**src/rtl/dispatch_pkg.sv**
```systemverilog
// Shared constants, entry layout and width helpers for the priority dispatcher.
package dispatch_pkg;

    localparam int N_DEF     = 8;
    localparam int DW_DEF    = 32;
    localparam int PW_DEF    = 3;
    localparam int DEPTH_DEF = 4;

    typedef struct packed {
        logic [DW_DEF-1:0] data;
        logic [PW_DEF-1:0] prioity;
    } entry_t;

    localparam int ENTRY_W = $bits(entry_t);

    // Index width for a power-of-two range; never narrower than one bit.
    function automatic int ptr_width(input int depth);
        return (depth > 1) ? $clog2(depth) : 1;
    endfunction

    function automatic int cnt_width(input int depth);
        return $clog2(depth + 1);
    endfunction

endpackage

```
**src/rtl/dispatch_fifo.sv**
```systemverilog
// Single-clock FIFO with occupancy count; one instance per dispatcher channel.
module dispatch_fifo
    import dispatch_pkg::*;
#(
    parameter int W     = ENTRY_W,
    parameter int DEPTH = DEPTH_DEF
) (
    input  logic                         clk,
    input  logic                         reset,
    input  logic                         push,
    input  logic [W-1:0]                 wdata,
    input  logic                         pop,
    output logic [W-1:0]                 rdata,
    output logic                         full,
    output logic                         empty,
    output logic [cnt_width(DEPTH)-1:0]  count
);

    localparam int PTRW = ptr_width(DEPTH);
    localparam int CW   = cnt_width(DEPTH);

    logic [W-1:0]    mem_q [DEPTH];
    logic [W-1:0]    mem_d [DEPTH];
    logic [PTRW-1:0] wr_ptr_q, wr_ptr_d;
    logic [PTRW-1:0] rd_ptr_q, rd_ptr_d;
    logic [CW-1:0]   count_q, count_d;
    logic            do_push, do_pop;

    assign full  = (count_q == CW'(DEPTH));
    assign empty = (count_q == '0);
    assign count = count_q;
    assign rdata = mem_q[rd_ptr_q];

    // Guards make the FIFO safe on its own; the dispatcher never violates them.
    assign do_push = push && !full;
    assign do_pop  = pop && !empty;

    always_comb begin
        mem_d    = mem_q;
        wr_ptr_d = wr_ptr_q;
        rd_ptr_d = rd_ptr_q;
        count_d  = count_q;
        if (do_push) begin
            mem_d[wr_ptr_q] = wdata;
            wr_ptr_d        = wr_ptr_q + 1'b1;
        end
        if (do_pop) begin
            rd_ptr_d = rd_ptr_q + 1'b1;
        end
        case ({do_push, do_pop})
            2'b10:   count_d = count_q + 1'b1;
            2'b01:   count_d = count_q - 1'b1;
            default: count_d = count_q;
        endcase
    end

    always_ff @(posedge clk or posedge reset) begin
        if (reset) begin
            wr_ptr_q <= '0;
            rd_ptr_q <= '0;
            count_q  <= '0;
            for (int i = 0; i < DEPTH; i++) begin
                mem_q[i] <= '0;
            end
        end else begin
            wr_ptr_q <= wr_ptr_d;
            rd_ptr_q <= rd_ptr_d;
            count_q  <= count_d;
            mem_q    <= mem_d;
        end
    end

endmodule

```
**src/rtl/prio_dispatcher.sv**
```systemverilog
// Demultiplexes one valid/ready stream onto N independently buffered channels,
// so a stalled consumer only backs up traffic addressed to itself.
module prio_dispatcher
    import dispatch_pkg::*;
#(
    parameter int N     = N_DEF,
    parameter int DW    = DW_DEF,
    parameter int PW    = PW_DEF,
    parameter int DEPTH = DEPTH_DEF
) (
    input  logic                              clk,
    input  logic                              reset,
    input  logic                              valid_i,
    input  logic [DW-1:0]                     data_i,
    input  logic [PW-1:0]                     prioity_i,
    input  logic [ptr_width(N)-1:0]           dest_i,
    output logic                              ready_i,
    output logic [N-1:0]                      valid_o,
    output logic [N*DW-1:0]                   data_o,
    output logic [N*PW-1:0]                   prioity_o,
    input  logic [N-1:0]                      ready_o,
    output logic [N*cnt_width(DEPTH)-1:0]     count_o
);

    localparam int EW    = DW + PW;
    localparam int CW    = cnt_width(DEPTH);
    localparam int DESTW = ptr_width(N);

    logic [N-1:0]  full;
    logic [N-1:0]  empty;
    logic [N-1:0]  push;
    logic [N-1:0]  pop;
    logic [EW-1:0] wdata;
    logic          accept;

    // ready_i depends only on dest_i and registered occupancy, never on ready_o.
    assign ready_i = !full[dest_i];
    assign accept  = valid_i && ready_i;
    assign wdata   = {data_i, prioity_i};
    assign valid_o = ~empty;
    assign pop     = valid_o & ready_o;

    for (genvar k = 0; k < N; k++) begin : g_chan
        logic [EW-1:0] rdata;
        logic [CW-1:0] count;

        assign push[k] = accept && (dest_i == DESTW'(k));

        dispatch_fifo #(
            .W     (EW),
            .DEPTH (DEPTH)
        ) u_fifo (
            .clk   (clk),
            .reset (reset),
            .push  (push[k]),
            .wdata (wdata),
            .pop   (pop[k]),
            .rdata (rdata),
            .full  (full[k]),
            .empty (empty[k]),
            .count (count)
        );

        assign data_o[k*DW +: DW]    = rdata[EW-1:PW];
        assign prioity_o[k*PW +: PW] = rdata[PW-1:0];
        assign count_o[k*CW +: CW]   = count;
    end

endmodule

```
**config.mk**
```make
export PLATFORM = sky130hd
export DESIGN_NAME = prio_dispatcher
export DESIGN_NICKNAME = d
export VERILOG_FILES = /design/src/rtl/dispatch_pkg.sv /design/src/rtl/dispatch_fifo.sv /design/src/rtl/prio_dispatcher.sv
export SDC_FILE = /design/constraint.sdc
export NUM_CORES = 2
export LEC_CHECK = 0
export CAP_MARGIN = 20
export CORE_MARGIN = 5
export CORE_UTILIZATION = 50
export CTS_CLUSTER_SIZE = 24
export DETAILED_ROUTE_END_ITERATION = 8
export GPL_ROUTABILITY_DRIVEN = 0
export PLACE_DENSITY = 0.82
export SYNTH_ARGS = -nofsm -noshare
export SYNTH_HDL_FRONTEND = slang
export SYNTH_SLANG_ARGS = --single-unit
export TNS_END_PERCENT = 50
```
**constraint.sdc**
```tcl
create_clock -name clk -period 63.4 [get_ports clk]
set_input_delay 9.51 -clock clk [delete_from_list [all_inputs] [get_ports clk]]
set_output_delay 9.51 -clock clk [all_outputs]
set_load 0.01 [all_outputs]
```
==> flow_metrics.py <==
metrics = {
    "status": {
        "status": "finished, final reports clean",
    },
    "final_layout": {
        "postLayoutCoreUtil_pct": 59.1,
        "syn2layout_area_growth_pct": 17.0,
        "nets": 3487,
        "mostFrequentLayoutCells": "dfrtp_1, mux2_2, clkdlybuf4s50_1",
        "drive_above_1_share_pct": 49.0,
        "final_cells": 4854,
        "fill_cells": 7632,
        "mostFrequentLayoutCell": "dfrtp_1",
    },
    "placed_design": {
        "io_buffers": 361,
        "preCtsSetupSlack_ns": 42.56,
        "place_inst": 4633,
        "place_hpwl_mm": 78.8,
    },
    "clock_tree": {
        "clock_latency_ns": 0.69,
        "cts_setup_buffers": 0,
        "post_cts_resized": 0,
        "clock-sinks": 1176,
        "clock_path_buffers": 3,
        "htree_levels": 3,
        "root_buffer": "clkbuf_16",
        "path_clk_slew_ns": 0.06,
        "cts_tree": "built",
        "hold_buffers": 0,
        "numCtsBuffers": 118,
    },
    "floorplan": {
        "die_area_mm2": 0.110,
        "io_pins": 362,
        "rows": 117,
        "die_y_um": 331,
        "die_w_um": 331,
        "initial_utilization_pct": 50.5,
        "coreArea_mm2": 0.102,
    },
    "routing": {
        "drt_iter0_markers": 1691,
        "ant_nets": 0,
        "num_vias": 28300,
        "drtPass1Iterations": 5,
        "wl_per_cell_um": 26.4,
        "via_per_inst": 5.84,
        "drc": 0,
        "routed_wl_mm": 128,
    },
    "power_and_ir_drop": {
        "seqPwrFrac_pct": 38.8,
        "ir_worst_vdd_mv": 0.0409,
        "power.density_mw_per_mm2": 54.1,
        "swShare_pct": 30.9,
        "internal_power_mw": 2.26,
        "power.clock.fraction_pct": 21.7,
        "switching_power_mw": 1.01,
        "p_leak_nw": 27.5,
        "p_total_mw": 3.27,
        "combPwrFrac_pct": 39.4,
    },
    "global_route": {
        "track_usage_pct": 23.6,
        "gr-total-overflow": 0,
        "grt_start_max_net_pins": 194,
        "grt_pass1_vias": 30400,
        "antenna_found_initial": 6,
        "grt_pass1_wl_mm": 195,
    },
    "sta": {
        "setup_viol": 0,
        "maxSlewHeadroom_pct": 24.1,
        "hold_viol": 0,
        "final.period_utilization_pct": 32.9,
        "fmax_mhz": 47.9,
        "rsz0062_at_grt": "no",
        "setup_tns_ns": 0,
        "setup_slack_ns": 42.53,
        "fin_skew_ns": 0.0324,
        "min_period_ns": 20.87,
        "tightestPinTransition_ns": 1.13,
        "slew_viol_final": 0,
    },
    "job": {
        "max-cap-violations": 0,
    },
    "yosys": {
        "yosysUniqueCellTypes": 35,
        "synth-simple-area-share_pct": 0.939,
        "synth_area_mm2": 0.0516,
        "synthXorXnorAreaFrac_pct": 0.815,
        "synth_top_family_by_area": "multiplexers",
        "synthFlopType": "dfrtp_1",
        "ys_ff_latch": 1176,
        "synth_cells": 3108,
        "synth_fa_ha_area_share_pct": 1.28,
        "ys.warnings.count": 0,
        "synth_top_area_cell": "dfrtp_1",
        "avgSynthCellArea_um2": 16.6,
        "synth_top_area_share_pct": 57.0,
        "synthTopCellsByArea": "dfrtp_1, mux2_2, mux4_2, clkbuf_1, ha_1",
        "synth_edf_count": 0,
        "async_reset_ff_share_pct": 100,
        "ys_seq_area_share_pct": 57.0,
        "syn-num-nets": 3205,
        "synthMuxAreaShare_pct": 36.8,
        "synth_compound_area_share_pct": 0.441,
    },
    "setup_path": {
        "crit_type": "primary input to output port",
        "path_delay_family": "buffers and inverters",
        "crit_fanout": 11,
        "worst_setup_path_end_kind": "output port",
        "worst_path_largest_cell_delay_ns": 0.71,
        "cp-start-kind": "primary input",
        "crit_slowest_cell": "clkdlybuf4s50_1",
        "crit_chain": "clkdlybuf4s50_1 > nand2_1 > o32a_1 > o22ai_1 > o21ai_0 > clkdlybuf4s50_1",
        "worstPathRequired_ns": 53.89,
        "crit_path_frequent_cell": "clkdlybuf4s50_1",
        "cp.arrival_ns": 11.36,
        "crit_buf_inv": 2,
    },
    "worst_hold_path": {
        "hold_class": "flop to flop",
    },
}
## synth_stat cells, drive strengths merged (5+ instances only)
master and n:
xnor2 24, inv 49, clkbuf 146, or3 8, dfrtp 1176, mux4 280
fa 8, and2 8, nand2b 5, mux2i 8, ha 40, buf 120
nor2 13, a211oi 6, xor2 24, o21ai 9, mux2 1120, nand2 51
## registers in the layout (all words and copies together) (netlist names)
name / flops
g_chan.u_fifo.count: 24
g_chan.u_fifo.mem_q: 1120
g_chan.u_fifo.rd_ptr_q: 16
g_chan.u_fifo.wr_ptr_q: 16
## worst register-to-register path, cell delays in order, from the launching register on
cell and delay [ns]:
dfrtp_1 0.45, nor2_1 0.14, a211oi_2 0.88, nand2_2 0.88, mux2_2 0.56
## metal layers
layer / global-route usage (%) / vias to the layer above / wire (um)
li1: - / 12000 / -
met1: 32.2 / 15400 / 54300
met2: 38.3 / 750 / 61700
met3: 5.54 / 177 / 8340
met4: 6.88 / 4 / 3510
met5: 1.20 / - / 189
## cell type report
| cell class | instances | area, um^2 | area share, % |
|---|---|---|---|
| clock inverter | 40 | 484 | 0.802 |
| antenna | 2 | 5.00 | 0.00829 |
| clock buffer | 174 | 3510 | 5.81 |
| tap | 1368 | 1710 | 2.84 |
| multi-input combinational | 1617 | 20800 | 34.5 |
| inverter | 49 | 191 | 0.317 |
| sequential | 1176 | 29400 | 48.8 |
| timing repair buffer | 428 | 4210 | 6.97 |
## worst paths after layout
kind	startpoint	slack (ns)	end	cells after the start
hold / removal	g_chan[0].u_fifo.mem_q[22]$_DFFE_PP0P_	0.49	g_chan[0].u_fifo.mem_q[22]$_DFFE_PP0P_	1
max in group asynchronous	reset	50.60	g_chan[4].u_fifo.mem_q[95]$_DFFE_PP0P_	5
setup reg to reg	g_chan[7].u_fifo.count[0]$_DFFE_PP0P_	60.35	g_chan[7].u_fifo.mem_q[80]$_DFFE_PP0P_	4
min in group asynchronous	reset	9.42	g_chan[3].u_fifo.count[0]$_DFFE_PP0P_	2
hold reg to reg	g_chan[0].u_fifo.mem_q[22]$_DFFE_PP0P_	0.49	g_chan[0].u_fifo.mem_q[22]$_DFFE_PP0P_	1
setup / recovery	dest_i[1]	42.53	ready_i	6
## cell families (layout without fill, tap and decap cells)
family          count (synthesis)  after routing
compound gates                 24             24
mux                          1408           1408
other cells                     0              2
buf+inv                       315            691
fa+ha+maj                      48             48
xor+xnor                       48             48
flops                        1176           1176
simple gates                   89             89
## metrics by stage
step | hold WS [ns] | instance area (um^2)
6_report | 0.491 | 60400
3_3_place_gp | 0.468 | 56200
4_1_cts | 0.493 | 60300
3_5_place_dp | 0.480 | 56300
2_1_floorplan | 0.459 | 51600
5_1_grt | 0.505 | 60400
## power groups by stage
stage,sequential [mW],combinational (mW),clock (mW)
after detailed placement,1.28,1.30,0
after CTS,1.27,1.31,0.724
after global routing,1.31,1.37,0.756
after floorplan,1.21,0.791,0
final,1.27,1.29,0.710
after global placement,1.26,1.27,0
Power figures use the tool's default switching activity.
